**src/rtl/uart_ctrl_pkg.sv**
```systemverilog
// Shared UART control definitions: arbiter FSM states, data width and default
// requester count.
package uart_ctrl_pkg;

    localparam int unsigned UART_DATA_W = 8;
    localparam int unsigned DEF_NUM_REQ = 4;

    typedef enum logic [1:0] {
        IDLE      = 2'd0,
        LOAD      = 2'd1,
        WAIT_DONE = 2'd2
    } arb_state_e;

endpackage

```
**src/rtl/uart_rr_pick.sv**
```systemverilog
// Combinational round-robin picker: the first set request at or after ptr wins,
// wrapping from NUM_REQ-1 back to 0. Grant is one-hot, idx is its encoding.
module uart_rr_pick
    import uart_ctrl_pkg::*;
#(
    parameter int unsigned NUM_REQ = DEF_NUM_REQ,
    parameter int unsigned ID_W    = $clog2(NUM_REQ)
) (
    input  logic [NUM_REQ-1:0] req,
    input  logic [ID_W-1:0]    ptr,
    output logic [NUM_REQ-1:0] gnt,
    output logic [ID_W-1:0]    idx
);

    logic            found;
    logic [ID_W-1:0] cand;

    always_comb begin
        gnt   = '0;
        idx   = '0;
        found = 1'b0;
        cand  = '0;
        for (int unsigned off = 0; off < NUM_REQ; off++) begin
            cand = ID_W'((32'(ptr) + off) % NUM_REQ);
            if (!found && req[cand]) begin
                found = 1'b1;
                idx   = cand;
            end
        end
        gnt[idx] = found;
    end

endmodule

```
**src/rtl/uart_tx_arbiter.sv**
```systemverilog
// Round-robin arbiter sharing one UART transmitter among NUM_REQ byte sources.
// Optional owner lock (req_lock port) is built when UART_ARB_LOCK_EN is defined.
module uart_tx_arbiter
    import uart_ctrl_pkg::*;
#(
    parameter int unsigned NUM_REQ = DEF_NUM_REQ,
    parameter int unsigned ID_W    = $clog2(NUM_REQ)
) (
    input  logic                           clk,
    input  logic                           rst_n,
    input  logic [NUM_REQ-1:0]             req_valid,
    input  logic [UART_DATA_W*NUM_REQ-1:0] req_data,
    output logic [NUM_REQ-1:0]             req_ready,
`ifdef UART_ARB_LOCK_EN
    input  logic [NUM_REQ-1:0]             req_lock,
`endif
    output logic                           tx_start,
    output logic [UART_DATA_W-1:0]         tx_data,
    input  logic                           tx_done,
    output logic [ID_W-1:0]                grant_id,
    output logic                           busy
);

    arb_state_e             state_q, state_d;
    logic [ID_W-1:0]        ptr_q, ptr_d;
    logic [ID_W-1:0]        grant_q, grant_d;
    logic [UART_DATA_W-1:0] data_q, data_d;
    logic                   start_q, start_d;
    logic [NUM_REQ-1:0]     ready_q, ready_d;
    logic                   busy_q, busy_d;

    logic [NUM_REQ-1:0]     pick_req;
    logic [NUM_REQ-1:0]     pick_gnt;
    logic [ID_W-1:0]        pick_idx;
    logic [UART_DATA_W-1:0] sel_byte;
    logic [ID_W-1:0]        ptr_next;
    logic                   hold_ptr;

`ifdef UART_ARB_LOCK_EN
    logic lock_q, lock_d;

    // A locked owner is the only requester IDLE will look at.
    always_comb begin
        pick_req = req_valid;
        if (lock_q) begin
            pick_req = req_valid & (NUM_REQ'(1) << grant_q);
        end
    end

    assign hold_ptr = lock_q;
`else
    assign pick_req = req_valid;
    assign hold_ptr = 1'b0;
`endif

    uart_rr_pick #(
        .NUM_REQ (NUM_REQ),
        .ID_W    (ID_W)
    ) u_pick (
        .req (pick_req),
        .ptr (ptr_q),
        .gnt (pick_gnt),
        .idx (pick_idx)
    );

    always_comb begin
        sel_byte = '0;
        for (int unsigned i = 0; i < NUM_REQ; i++) begin
            if (pick_gnt[i]) begin
                sel_byte = req_data[i*UART_DATA_W +: UART_DATA_W];
            end
        end
    end

    assign ptr_next = (grant_q == ID_W'(NUM_REQ - 1)) ? '0 : grant_q + 1'b1;

    // Outputs are registered: start/ready are set on the IDLE->LOAD edge so they
    // are high exactly during the LOAD cycle.
    always_comb begin
        state_d = state_q;
        ptr_d   = ptr_q;
        grant_d = grant_q;
        data_d  = data_q;
        start_d = 1'b0;
        ready_d = '0;
        busy_d  = busy_q;
`ifdef UART_ARB_LOCK_EN
        lock_d  = lock_q;
`endif
        case (state_q)
            IDLE: begin
                if (|pick_gnt) begin
                    state_d = LOAD;
                    grant_d = pick_idx;
                    data_d  = sel_byte;
                    start_d = 1'b1;
                    ready_d = pick_gnt;
                    busy_d  = 1'b1;
`ifdef UART_ARB_LOCK_EN
                    lock_d  = req_lock[pick_idx];
`endif
                end
            end
            LOAD: begin
                state_d = WAIT_DONE;
                if (!hold_ptr) begin
                    ptr_d = ptr_next;
                end
            end
            WAIT_DONE: begin
                if (tx_done) begin
                    state_d = IDLE;
                    busy_d  = 1'b0;
                end
            end
            default: begin
                state_d = IDLE;
                busy_d  = 1'b0;
            end
        endcase
    end

    always_ff @(posedge clk or negedge rst_n) begin
        if (!rst_n) begin
            state_q <= IDLE;
            ptr_q   <= '0;
            grant_q <= '0;
            data_q  <= '0;
            start_q <= 1'b0;
            ready_q <= '0;
            busy_q  <= 1'b0;
`ifdef UART_ARB_LOCK_EN
            lock_q  <= 1'b0;
`endif
        end else begin
            state_q <= state_d;
            ptr_q   <= ptr_d;
            grant_q <= grant_d;
            data_q  <= data_d;
            start_q <= start_d;
            ready_q <= ready_d;
            busy_q  <= busy_d;
`ifdef UART_ARB_LOCK_EN
            lock_q  <= lock_d;
`endif
        end
    end

    assign req_ready = ready_q;
    assign tx_start  = start_q;
    assign tx_data   = data_q;
    assign grant_id  = grant_q;
    assign busy      = busy_q;

endmodule

```
**config.mk**
```make
export PLATFORM = sky130hd
export DESIGN_NAME = uart_tx_arbiter
export DESIGN_NICKNAME = d
export VERILOG_FILES = /design/src/rtl/uart_ctrl_pkg.sv /design/src/rtl/uart_rr_pick.sv /design/src/rtl/uart_tx_arbiter.sv
export SDC_FILE = /design/constraint.sdc
export NUM_CORES = 1
export LEC_CHECK = 0
export ABC_AREA = 1
export CAP_MARGIN = 30
export CORE_MARGIN = 4
export CORE_UTILIZATION = 30
export CTS_CLUSTER_DIAMETER = 40
export DETAILED_ROUTE_END_ITERATION = 10
export DONT_BUFFER_PORTS = 1
export HOLD_SLACK_MARGIN = 0.08
export PLACE_DENSITY_LB_ADDON = 0.15
export SETUP_SLACK_MARGIN = 0.1
export SLEW_MARGIN = 40
export SYNTH_ARGS = -nofsm -noshare
export SYNTH_HDL_FRONTEND = slang
export SYNTH_HIERARCHICAL = 1
export SYNTH_SLANG_ARGS = --single-unit
```
**constraint.sdc**
```tcl
create_clock -name clk -period 2.9 [get_ports clk]
set_input_delay 0.29 -clock clk [delete_from_list [all_inputs] [get_ports clk]]
set_output_delay 0.29 -clock clk [all_outputs]
set_load 0.02 [all_outputs]
```
; ---- Yosys cells after proc, flatten, opt, wreduce, memory -nomap -nowiden
; Index checks and enable logic that the tools add are counted.
[totals]
rom_bits = 0
mem_count = 0
register_bits = 20
ram_bits = 0
input_bits = 39
out_inout_bits = 16
word_cells = 69
latch_bits = 0
[classes]
bitwise = 2
order_cmp = 6
n_shift = 0
n_reduce_logical = 12
eq_ne = 5
n_div = 0
multipliers = 0
mux = 33
n_addsub = 4
[ops]
columns = op, count
row1 = 8-bit 2-to-1 mux, 4
row2 = "2-bit by 3-bit less-than comparator with 1-bit output, second input constant", 5
row3 = 2-bit 2-to-1 mux, 7
row4 = 1-bit 2-to-1 mux, 13
row5 = 1-bit binary-select mux with 2-bit select, 4
row6 = 4-bit 2-to-1 mux, 2
row7 = 2-bit one-hot mux with 3 select lines, 1
row8 = "2-bit by 1-bit adder with 2-bit output, second input constant", 2
row9 = "2-bit adder, second input constant", 2
row10 = 4-bit bitwise AND, 1
row11 = "2-bit equality test, second input constant", 2
row12 = 1-bit logical AND, 4
row13 = "2-bit != test, second input constant", 2
row14 = 2-bit AND reduction, 2
row15 = 4-bit OR reduction, 1
row16 = 1-bit logical NOT, 3
row17 = 1-bit one-hot mux with 3 select lines, 1
row18 = 3-bit AND reduction, 1
row19 = 1-bit demux with 2-bit select, 1
row20 = "2-bit by 1-bit equality test with 1-bit output, second input constant", 1
row21 = "2-bit by 1-bit >= comparator with 1-bit output, second input constant", 1
row22 = 2-bit logical NOT, 1
row23 = 1-bit NOT, 1

; ---- Depth between registers and ports, before layout
[depth]
word_depth = 21
depth_mapped = 20
ltp_nobuf = 17

; ---- Hierarchy
; Netlist, hierarchy kept.
[modules_own_cells]
columns = module, cells_each, n_inst, seq_area_each_um2, area_each_um2
row1 = uart_tx_arbiter, 149, 1, 500.5, 1112.3
row2 = uart_rr_pick, 74, 1, 0.0, 312.8

; ---- Worst setup path before layout
; Ideal clock, no wire load.
[synth_path]
path_type = register to register
startpoint = register ptr_q[0]
endpoint = register data_q[0], in the netlist tx_data[0]
arrival_time_ns = 1.855
period_less_slack_ns = 1.971
stages_incl_launch_ff = 20
required_time_ns = 2.784
setup_slack_ns = 0.929
n_path_buf = 3
setup_time_ns = 0.116
cell_sequence = dfrtp_1 > buf_6 > inv_4 > nand2_1 > nand2_1 > nand2_1 > nand2_1 > nor2_2 > nand3_1 > nand3_1 > nand2_1 > inv_1 > buf_6 > nor2_4 > nand2_2 > nand2_4 > buf_8 > nor2_2 > nand2_1 > nand2_1
[synth_between]
elab_cells_between_ends = 37
classes_between = add/sub: 3 / order compare: 2 / mux: 22 / bitwise: 1 / reduce/logical: 9
[synth_rtl]
columns = item, line_no
row1 = "start, declared", uart_tx_arbiter.sv:25  ; logic [ID_W-1:0] ptr_q, ptr_d;
row2 = "start signal, assigned", uart_tx_arbiter.sv:137  ; ptr_q <= ptr_d;
row3 = branches (longest 16 deep; another with 2-bit by 3-bit less-than comparator with 1-bit output), -
row4 = 4-bit bitwise AND (no source line) (*), -
row5 = named net pick_gnt[2], uart_tx_arbiter.sv:33  ; logic [NUM_REQ-1:0] pick_gnt;
row6 = 4-bit OR reduction / 8-bit 2-to-1 mux (equally long branches), "uart_tx_arbiter.sv:92, uart_tx_arbiter.sv:69"
row7 = 2-bit AND reduction (no source line) / 8-bit 2-to-1 mux (equally long branches), -
row8 = "end signal, assigned", uart_tx_arbiter.sv:139  ; data_q <= data_d;
row9 = "end, declared", uart_tx_arbiter.sv:27  ; logic [UART_DATA_W-1:0] data_q, data_d;
; Mark *: on every way through the listed nets, which the timed path passes. The select of a mux whose other input is x is not followed.
; A chain may end at the register's enable or synchronous reset.

; ---- Final worst setup path
[layout_path]
startpoint = register ptr_q[0]
endpoint = register grant_q[0], in the netlist grant_id[0]
[layout_between]
elab_chain_len = 19
elab_cells_between_ends = 33
classes_between = add/sub: 3 / order compare: 2 / mux: 18 / bitwise: 1 / reduce/logical: 9
[layout_lines]
columns = item, line_no
row1 = branches (longest 16 deep; another with 2-bit by 3-bit less-than comparator with 1-bit output), -
row2 = 4-bit bitwise AND (no source line) (*), -
row3 = named net pick_gnt[1], uart_tx_arbiter.sv:33
row4 = 4-bit OR reduction (*), uart_tx_arbiter.sv:92  ; if (|pick_gnt) begin
row5 = 2-bit AND reduction (no source line) (*), -
row6 = "end signal, assigned", uart_tx_arbiter.sv:138  ; grant_q <= grant_d;
row7 = "end, declared", uart_tx_arbiter.sv:26  ; logic [ID_W-1:0] grant_q, grant_d;
; Marks and branches as above.

==> metrics.yaml <==
cp_num_cells: 15
crit_type: "flop to flop"
wl_per_cell_um: 13.3
yosysSeqAreaShare_pct: 35.1
syn_inst: 223
worstSetupEndpointType: "flop"
hold_start: "tx_done"
avgSynthCellArea_um2: 6.39
slew_viol_final: 0
postSynthRegisterBits: 20
ff2ff_setup_slack_ns: 0.46
dp_hpwl_um: 2860
vias: 1272
track_usage_pct: 12.3
reg2reg_to: "grant_id[0]"
htreeDepth: 1
core_um2: 4470
path_common_cell: "nand2_1"
synth_area_leaders: "dfrtp_1 (35%), nand2_1 (28%), nand3_1 (6.3%)"
num_rows: 24
die_w_um: 76.9
crit_arrival_ns: 2.64
synth_top_area_cell: "dfrtp_1"
die_area_um2: 5920
syn_nets: 263
synth_top_area_share_pct: 35.1
reg2regPathDepth: 15
drt_wl_total_um: 3680
nFillCells: 479
fmax_mhz: 410
startpoint_type: "flop"
synth_warnings: 6
critPathBufInv: 3
cts_tree: "yes"
crit_chain: "inv_4, nand2_1, nand2_1, o21ai_1, nand2_1, nand3_1, nand3_1, nor2_2, buf_4, nor2_4, nand2_2, nand2_4, inv_1, nand2_1, nand2_1"
cp_slowest_stage_delay_ns: 0.50
worst_pin_slew_ns: 0.497
ctsRootBufferMaster: "clkbuf_8"
hp-class: "input pin to flop"
hold_depth: 2
grt_max_degree: 22
clock_sinks: 20
gp_congestion: 0.801
diodes: 0
die_h_um: 76.9
dr.pass1.iters: 4
grt-ovfl-total: 0
port_buffers: 0
hold_end: "state_q[1]"
status: "complete, no violations"
crit-reg2reg-launch: "ptr_q[0]"
antenna_found_initial: 0
path_delay_family: "simple AND/OR/NAND/NOR gates"
clkLatencyLatePin_ns: 0.26
slew_headroom_pct: 66.9
worstPathRequired_ns: 3.10
netlist_area_um2: 1430
initial_core_util_pct: 31.9
postCtsSetupBuffers: 0
cpMaxStageDelayCell: "dfrtp_2"
grt_pass1_vias: 1199
path_clk_slew_ns: 0.07
critPathMaxFanout: 21
skew_ns: 0.00222
drtIter0Drc: 64
io_pins: 55
cts_made_buffers: 3
drv_cap: 0
timing.final.crit_share_pct: 84.2
remaining_drc_errors: 0
clk_path_buf_depth: 2
finalSetupTns_ns: 0
finalHoldViolations: 0
drive_gt1_share_pct: 13.3
vias_per_cell: 4.59
rsz0062_at_grt: "no"
area_growth_pct: 6.06
layout.nets: 267
synth.distinct_cells: 23
grt_pass1_wl_um: 5870
ant_nets: 0
period_needed_ns: 2.44
finalSetupViolCount: 0
-- state kept, by name, indices dropped and copies added (netlist names) --
signal     cells
busy           1
grant_id       2
req_ready      4
tx_start       1
tx_data        8
state_q        2
ptr_q          2
-- cell type report --
class | instances | area (um^2) | share of cell area [%]
well taps | 52 | 65.1 | 4.30
inverters | 22 | 85.1 | 5.63
multi-input cells | 174 | 773 | 51.2
repair buffers | 6 | 45.0 | 2.98
flip-flops and latches | 20 | 502 | 33.2
clock buffers | 3 | 41.3 | 2.73
-- metal layers --
metal	GRT usage, %	wire length [um]	vias to the layer above	share of wire (%)
met5	0	0	-	0
met4	3.26	31	0	0.84
met3	3.86	257	4	7.0
met2	19.2	1650	32	45
met1	16.4	1740	547	47
li1	-	-	689	-
-- timing repair --
action,in CTS,in global routing
endpoints found under the hold margin,20,20
endpoints found under the setup margin,0,10
hold buffers,1,1
resized for setup,0,3
-- worst max-delay path by stage --
stage	slack, ns	start	end
after detailed placement	0.30	ptr_q[0]	grant_id[0]
after global placement	0.29	ptr_q[0]	grant_id[0]
after CTS	0.26	ptr_q[0]	grant_id[0]
after global routing	0.22	ptr_q[0]	grant_id[0]
final	0.46	ptr_q[0]	grant_id[0]
after floorplan	0.93	ptr_q[0]	tx_data[0]
-- metrics by stage --
| step | hold WS (ns) | setup WS [ns] | utilization (%) | instance area, um^2 | std cells |
|---|---|---|---|---|---|
| final | 0.206 | 0.458 | 33.8 | 1510 | 277 |
| after global placement | -0.00503 | 0.291 | 32.4 | 1450 | 272 |
| after floorplan | -0.00559 | 0.929 | - | 1430 | 223 |
| after global routing | 0.194 | 0.215 | 33.8 | 1510 | 277 |
| after detailed placement | -0.00519 | 0.295 | 32.4 | 1450 | 272 |
| after CTS | 0.197 | 0.264 | 33.5 | 1500 | 276 |
-- cell usage in the layout, fill, tap and decap left out, types with 3 or more instances in the layout --
master,n
nand2_1,106
inv_2,3
clkbuf_8,3
nand3_1,18
nor2_2,11
nor2_4,3
buf_4,4
dfrtp_1,19
nor2_1,19
inv_1,17
a21oi_1,8
-- logic make-up (layout without fill, tap and decap cells) --
logic type	count (synthesis)	count (layout)	synth area share, %
DFF	20	20	35.1
buffers and inverters	29	31	11.0
and+or+nand+nor	161	161	48.5
adders and majority gates	1	1	0.878
AOI/OAI and AO/OA	12	12	4.57
-- cells in the mapped netlist (all sizes together) --
| cell | count |
|---|---|
| o21a | 1 |
| nor2 | 33 |
| nand2 | 108 |
| dfrtp | 20 |
| ha | 1 |
| nand4 | 1 |
| inv | 21 |
| o31ai | 1 |
| o21ai | 2 |
| a21oi | 8 |
| nand3 | 19 |
| buf | 7 |
| clkinv | 1 |
Power is left out: the tool's default activity adds up to more than one toggle a clock period on the data nets, which glitch-free logic cannot reach.
